===== config.mk =====
export PLATFORM = sky130hd
export DESIGN_NAME = intr_ctrl
export DESIGN_NICKNAME = d
export VERILOG_FILES = /design/src/rtl/intr_ctrl_pkg.sv /design/src/rtl/intr_prio_enc.sv /design/src/rtl/intr_ctrl.sv
export SDC_FILE = /design/constraint.sdc
export NUM_CORES = 1
export LEC_CHECK = 0
export ABC_AREA = 1
export BUFFER_PORTS_ARGS = -buffer_cell sky130_fd_sc_hd__buf_4
export CAP_MARGIN = 20
export CORE_MARGIN = 10
export CORE_UTILIZATION = 46
export CTS_CLUSTER_SIZE = 28
export DETAILED_ROUTE_END_ITERATION = 10
export GPL_TIMING_DRIVEN = 0
export PLACE_DENSITY = 0.8
export SLEW_MARGIN = 5
export SYNTH_ARGS = -nofsm -noshare
export SYNTH_HDL_FRONTEND = slang
export SYNTH_HIERARCHICAL = 1
export SYNTH_SLANG_ARGS = --single-unit

===== constraint.sdc =====
create_clock -name CLK -period 1.1 [get_ports CLK]
set_input_delay 0 -clock CLK [delete_from_list [all_inputs] [get_ports CLK]]
set_output_delay 0 -clock CLK [all_outputs]
set_load 0.05 [all_outputs]

===== src/rtl/intr_ctrl_pkg.sv =====
// Shared definitions for the interrupt controller: handshake states and the
// largest supported source count.
package intr_ctrl_pkg;

    localparam int MAX_SRC = 8;

    typedef enum logic [1:0] {
        IDLE = 2'd0,
        REQ  = 2'd1,
        SVC  = 2'd2
    } state_e;

endpackage


===== src/rtl/intr_prio_enc.sv =====
// Lowest-index-first priority encoder: reports whether any request is set
// and the index of the lowest set bit.
module intr_prio_enc #(
    parameter int N = 4,
    parameter int W = 2
) (
    input  logic [N-1:0] req_i,
    output logic         valid_o,
    output logic [W-1:0] idx_o
);

    // Scan from the top down so the lowest set bit is the last one written.
    always_comb begin
        idx_o = '0;
        for (int i = N - 1; i >= 0; i--) begin
            if (req_i[i]) idx_o = W'(i);
        end
    end

    assign valid_o = |req_i;

endmodule


===== src/rtl/intr_ctrl.sv =====
// Interrupt controller for the RAT MCU: pending/mask/global-enable, fixed
// priority selection, and the request/acknowledge/return handshake.
// Define INTR_CTRL_EDGE_EN for rising-edge-triggered IRQ lines; otherwise the
// lines are level-sensitive and no edge-history register is built.
module intr_ctrl #(
    parameter int N_SRC = 4,
    parameter int VEC_W = (N_SRC > 1) ? $clog2(N_SRC) : 1
) (
    input  logic             CLK,
    input  logic             RST,
    input  logic [N_SRC-1:0] IRQ,
    input  logic             MASK_WE,
    input  logic [N_SRC-1:0] MASK_DIN,
    input  logic             SEI,
    input  logic             CLI,
    input  logic             INT_ACK,
    input  logic             RETIE,
    output logic             INT,
    output logic [VEC_W-1:0] VEC,
    output logic             IE,
    output logic [N_SRC-1:0] PEND
);
    import intr_ctrl_pkg::*;

    if (N_SRC < 1 || N_SRC > MAX_SRC) begin : g_bad_cfg
        $error("intr_ctrl: N_SRC out of range");
    end

    state_e             state_q, state_d;
    logic [VEC_W-1:0]   vec_q, vec_d;
    logic [N_SRC-1:0]   pend_q, pend_d;
    logic [N_SRC-1:0]   mask_q, mask_d;
    logic               ie_q, ie_d;

    logic [N_SRC-1:0]   req_set;
    logic [N_SRC-1:0]   ack_clr;
    logic               ack_hit;
    logic               win_vld;
    logic [VEC_W-1:0]   win_idx;

`ifdef INTR_CTRL_EDGE_EN
    logic [N_SRC-1:0]   irq_prev_q;

    // Previous IRQ sample; all ones at reset so a line held high never fires.
    always_ff @(posedge CLK or posedge RST) begin
        if (RST) irq_prev_q <= '1;
        else     irq_prev_q <= IRQ;
    end

    assign req_set = IRQ & ~irq_prev_q;
`else
    assign req_set = IRQ;
`endif

    intr_prio_enc #(.N(N_SRC), .W(VEC_W)) u_prio (
        .req_i   (pend_q & mask_q),
        .valid_o (win_vld),
        .idx_o   (win_idx)
    );

    assign ack_hit = (state_q == REQ) && INT_ACK;

    // Pending update: acknowledge clears the granted bit, a new request wins.
    always_comb begin
        ack_clr = '0;
        if (ack_hit) ack_clr[vec_q] = 1'b1;
        pend_d = (pend_q & ~ack_clr) | req_set;
        mask_d = MASK_WE ? MASK_DIN : mask_q;
    end

    // Global enable: RETIE over CLI/INT_ACK over SEI.
    always_comb begin
        ie_d = ie_q;
        if (RETIE)              ie_d = 1'b1;
        else if (CLI || INT_ACK) ie_d = 1'b0;
        else if (SEI)           ie_d = 1'b1;
    end

    // Handshake FSM: grant latched on entry to REQ and never re-arbitrated.
    always_comb begin
        state_d = state_q;
        vec_d   = vec_q;
        unique case (state_q)
            IDLE: begin
                if (ie_q && win_vld) begin
                    vec_d   = win_idx;
                    state_d = REQ;
                end
            end
            REQ: begin
                if (INT_ACK)                    state_d = SVC;
                else if (!ie_q || !mask_q[vec_q]) state_d = IDLE;
            end
            SVC: begin
                if (RETIE) state_d = IDLE;
            end
            default: state_d = IDLE;
        endcase
    end

    // All controller state; reset discards pending work immediately.
    always_ff @(posedge CLK or posedge RST) begin
        if (RST) begin
            state_q <= IDLE;
            vec_q   <= '0;
            pend_q  <= '0;
            mask_q  <= '0;
            ie_q    <= 1'b0;
        end else begin
            state_q <= state_d;
            vec_q   <= vec_d;
            pend_q  <= pend_d;
            mask_q  <= mask_d;
            ie_q    <= ie_d;
        end
    end

    assign INT  = (state_q == REQ);
    assign VEC  = vec_q;
    assign IE   = ie_q;
    assign PEND = pend_q;

endmodule


; ---- Word-level counts from Yosys, hierarchy flattened
; Index checks and enable logic that the tools add are counted.
[classes]
n_reduce_logical = 12
mux = 17
bitwise = 4
order_cmp = 2
n_eq_ne = 5
[op_table]
columns = operator, count
row1 = $mux 2, 8
row2 = $and 4x4->4, 2
row3 = $pmux 2 s3, 1
row4 = $mux 1, 5
row5 = $mux 4, 1
row6 = $ne 2x2->1 const B, 2
row7 = $not 4->4, 1
row8 = $or 4x4->4, 1
row9 = $reduce_or 4->1, 1
row10 = $logic_and 1x1->1, 3
row11 = $lt 2x3->1 const B, 1
row12 = $ne 3x2->1 const B, 1
row13 = $reduce_and 3->1, 1
row14 = $reduce_bool 3->1, 1
row15 = $bmux 1 s2, 1
row16 = $demux 1 s2, 1
row17 = $eq 2x1->1 const B, 1
row18 = $eq 2x2->1 const B, 1
row19 = $ge 2x1->1 const B, 1
row20 = $logic_not 1->1, 2
row21 = $logic_not 2->1, 1
row22 = $logic_or 1x1->1, 2
row23 = $reduce_and 2->1, 1
[totals]
regBits = 13
out_inout_bits = 8

; ---- Logic depth before layout (Yosys ltp)
[logic_depth]
depth_word = 8
depth_mapped = 7
mapped_depth_nobuf = 7

; ---- Hierarchy
; The synthesis kept the hierarchy.
[modules_own_cells]
columns = module, area_per_inst_um2, instances, seq_area_each_um2, cells_each
row1 = intr_ctrl, 593.1, 1, 325.3, 71
row2 = intr_prio_enc, 46.3, 1, 0.0, 9

; ---- Worst setup path before layout
; OpenSTA, ideal clock, no wires.
[synth_timing]
path_type = reg-to-reg
start = register pend_q[3], in the netlist PEND[3]
end = register vec_q[1], in the netlist VEC[1]
arrival_time_ns = 1.206
t_required_ns = 0.974
setup_time_ns = 0.126
path_stages_with_launch = 8
path_buffers = 0
slack_ns = -0.232
cell_sequence = dfrtp_1 -> nand2_1 -> inv_1 -> inv_1 -> nand4_1 -> nand3_1 -> nor2_1 -> a21oi_1
[synth_between]
word_cells_on_any_way = 8
cone_classes = 4 x mux / 1 x bitwise / 3 x reduce/logical
[synth_lines]
columns = item, line_no
row1 = start: declaration, intr_ctrl.sv:31  ; logic [N_SRC-1:0] pend_q, pend_d;
row2 = start signal: assignment, intr_ctrl.sv:112  ; pend_q <= pend_d;
row3 = $and 4x4->4, intr_ctrl.sv:56  ; .req_i (pend_q & mask_q),
row4 = $reduce_or 4->1, intr_prio_enc.sv:20  ; assign valid_o = |req_i;
row5 = via win_vld, intr_ctrl.sv:38  ; logic win_vld;
row6 = $logic_and 1x1->1, intr_ctrl.sv:85  ; if (ie_q && win_vld) begin
row7 = $reduce_and 2->1 (no source line), -
row8 = end signal: assignment, intr_ctrl.sv:111  ; vec_q <= vec_d;
row9 = end: declaration, intr_ctrl.sv:30  ; logic [VEC_W-1:0] vec_q, vec_d;
; The timed path passes the listed nets, and every way through them passes these cells.
; A chain may end at the register's enable or synchronous reset.

; ---- Worst setup path after layout
[layout_timing]
start = register mask_q[3]
end = register vec_q[0], in the netlist VEC[0]
[layout_between]
word_cells_on_any_way = 8
cone_classes = 4 x mux / 1 x bitwise / 3 x reduce/logical
[layout_lines]
columns = item, line_no
row1 = start: declaration, intr_ctrl.sv:32  ; logic [N_SRC-1:0] mask_q, mask_d;
row2 = start signal: assignment, intr_ctrl.sv:113  ; mask_q <= mask_d;
row3 = $and 4x4->4, intr_ctrl.sv:56
row4 = $reduce_or 4->1, intr_prio_enc.sv:20
row5 = via win_vld, intr_ctrl.sv:38
row6 = $logic_and 1x1->1, intr_ctrl.sv:85
row7 = $reduce_and 2->1 (no source line), -
; The timed path passes the listed nets, and every way through them passes these cells.

==> results.ini <==
[worst_setup_path]
worstReg2RegEnd = VEC[0]
end_kind = flip-flop
r2r_cells = 7
worstReg2RegStart = mask_q[3]
cp-start-kind = flip-flop
worst-path-buf-inv = 2
cp_slowest_stage_delay_ns = 0.40
crit_slowest_cell = dfrtp_1
arrival_ns = 1.36
reg2reg_setup_slack_ns = -0.06
critPathKind = reg2reg
cp_max_fo = 5
cp_top_family = flip-flops
crit_chain = nand2_1 > inv_1 > inv_2 > nand4_1 > nand3_2 > nor2_1 > a21oi_1
required_ns = 1.31

[global_routing]
grt_pass1_wl_mm = 2.84
grt_max_degree = 14
grt_antenna_before_repair = 0
track_usage = 0.107
grt_overflow = 0
grt_pass1_vias = 628

[sta]
setup_violations = 2
fmax_ghz = 0.864
finalCriticalPeriod_ns = 1.16
fin_setup_tns_ns = -0.0903
worstMarginPinSlew_ns = 0.491
min_period_over_period = 1.05
finalMaxSlewViolations = 0
rsz0062_at_grt = yes
hold_viol = 0
final.setup_skew_ns = 0.00438
timing.final.ws_setup_ns = -0.0568
relSlewSlack = 0.672

[floorplanning]
num_rows = 13
die_x_um = 57.3
die_y_um = 57.3
ios = 23
initial_core_util = 0.491
die-area_um2 = 3280
coreArea_um2 = 1300

[detailed_routing]
vias_per_cell = 5.04
route.detailed.drc = 0
route.met2.wl_mm = 1.08
routed.top_layer = met4
met3_length_um = 175
drtIter0Drc = 26
num_vias = 701
wl_met1_um = 838
drt-pass1-iter-count = 4
drt-total-wl_mm = 2.14
wl_per_cell_um = 15.4
ant_nets = 0

[final_layout]
fin_util = 0.804
final_nets = 140
fillCellCount = 79
antenna_cells = 0
area_growth_pct = 63.6
stdcell_area_um2 = 1050
drive_gt1_frac = 0.452

[pwr]
power_mw = 2.16
powerDensity_nw_per_um2 = 2060
power.leakage_nw = 0.544
irDropWorstVdd_mv = 1.27

[synthesis]
synthDistinctLibCells = 14
synthTopCellsByArea = dfrtp_1 51%, nand2_1 15%, inv_1 8.8%
yosys.area.top_type = dfrtp_1
synth_top_cell_area_share = 0.509
ys_seq_area_frac = 0.509
yosysMostFrequentCell = nand2_1
syn_area_per_cell_um2 = 7.99
syn-num-nets = 95
async_flop_share = 1.00
netlist_instances = 80
synth_warnings = 6
syn_area_um2 = 639
synth_edf_count = 0
synth_flop_cell = dfrtp_1
synth_commonest_cells = 26 x nand2_1, 15 x inv_1, 13 x dfrtp_1
ys_ff_latch = 13

[run_status]
status = finished with violations
violations = negative setup slack

[placement]
hpwl_mm = 1.19
numPortBuffers = 22
dpl_cell_area_um2 = 836
post-place-ws_ns = 0.0525
globalplace.congestion = 0.816

[worst_hold_path]
whs_endpoint = IE
hold_start = SEI
min_path_cells = 3
min_path_type = in2reg

[clock_network]
clk_pin_slew_ns = 0.08
ctsRootBufferMaster = clkbuf_4
cts_buffers = 3
cts_tree = done
clock_latency_ns = 0.29
cts.htree.levels = 1
cts.sinks = 13
cts_max_path_buffers = 2

[flow_run]
cap_violations = 0

==> tightest hold or removal path, delay by kind of cell <==
kind                   cells  cell delay (ns)
buffers and inverters      1             0.11
AO/OA/AOI/OAI              1             0.09
AND/OR/NAND/NOR            1             0.13
==> final cells by class <==
cell class | count | area (um2) | share of cell area
Tap cell | 15 | 18.8 | 0.0179
Inverter | 19 | 71.3 | 0.0682
Sequential cell | 13 | 333 | 0.318
Timing Repair Buffer | 40 | 340 | 0.325
Clock buffer | 4 | 26.3 | 0.0251
Multi-Input combinational cell | 48 | 256 | 0.245
==> through the flow <==
| stage | hold WS [ns] | cells |
|---|---|---|
| global placement | 0.0551 | 117 |
| detailed placement | 0.0524 | 117 |
| finish | 0.0842 | 139 |
| CTS | 0.0442 | 134 |
| global route | 0.0920 | 139 |
| floorplan | -0.123 | 80 |
==> logic make-up after synthesis <==
logic type | Yosys count | share of synthesized area
flops | 13 | 0.509
compound gates | 10 | 0.0978
mux | 4 | 0.0704
buf+inv | 19 | 0.112
simple gates | 34 | 0.211
==> cells in the final DEF (no fill, tap or decap) <==
master and count:
a21oi_1 2, a21oi_2 2, buf_4 26, buf_8 1
clkbuf_1 1, clkbuf_4 3, dfrtp_1 7, dfrtp_2 6
dlygate4sd3_1 13, inv_1 10, inv_2 9, mux2_2 4
nand2_1 24, nand2_2 3, nand3_2 1, nand4_1 1
nor2_1 4, nor3_1 1, o21ai_1 3, o21ai_2 1
o31ai_1 2
==> per-layer routing <==
| metal | vias up | track usage |
|---|---|---|
| met5 | - | 0 |
| met4 | 0 | 0.0570 |
| met3 | 7 | 0.0354 |
| met2 | 39 | 0.181 |
| met1 | 325 | 0.115 |
| li1 | 330 | - |
==> report_power, final <==
group          internal (mW)  switching [mW]
logic                  0.403           0.713
clock network          0.141           0.165
registers              0.598           0.140
total                   1.14            1.02
==> what timing repair did <==
item	CTS	global route
endpoints found under the hold margin	24	0
resized for setup	3	6
hold buffers	13	0
pin swaps	0	5
setup buffers	0	5
endpoints found under the setup margin	1	7
==> worst max-delay path by stage <==
stage | startpoint | to | slack, ns | depth (start not counted)
after CTS | state_q[1] | INT | 0.01 | 4
after global placement | PEND[3] | VEC[0] | 0.07 | 7
after detailed placement | PEND[3] | VEC[0] | 0.05 | 7
final | mask_q[3] | VEC[0] | -0.06 | 7
after floorplan | PEND[3] | VEC[1] | -0.06 | 7
after global routing | mask_q[3] | VEC[0] | -0.06 | 7
==> sequential cells by signal (all words and copies together) (netlist names) <==
signal   flops
IE           1
PEND         4
VEC          2
mask_q       4
state_q      2
(Power assumes the default switching activity.)
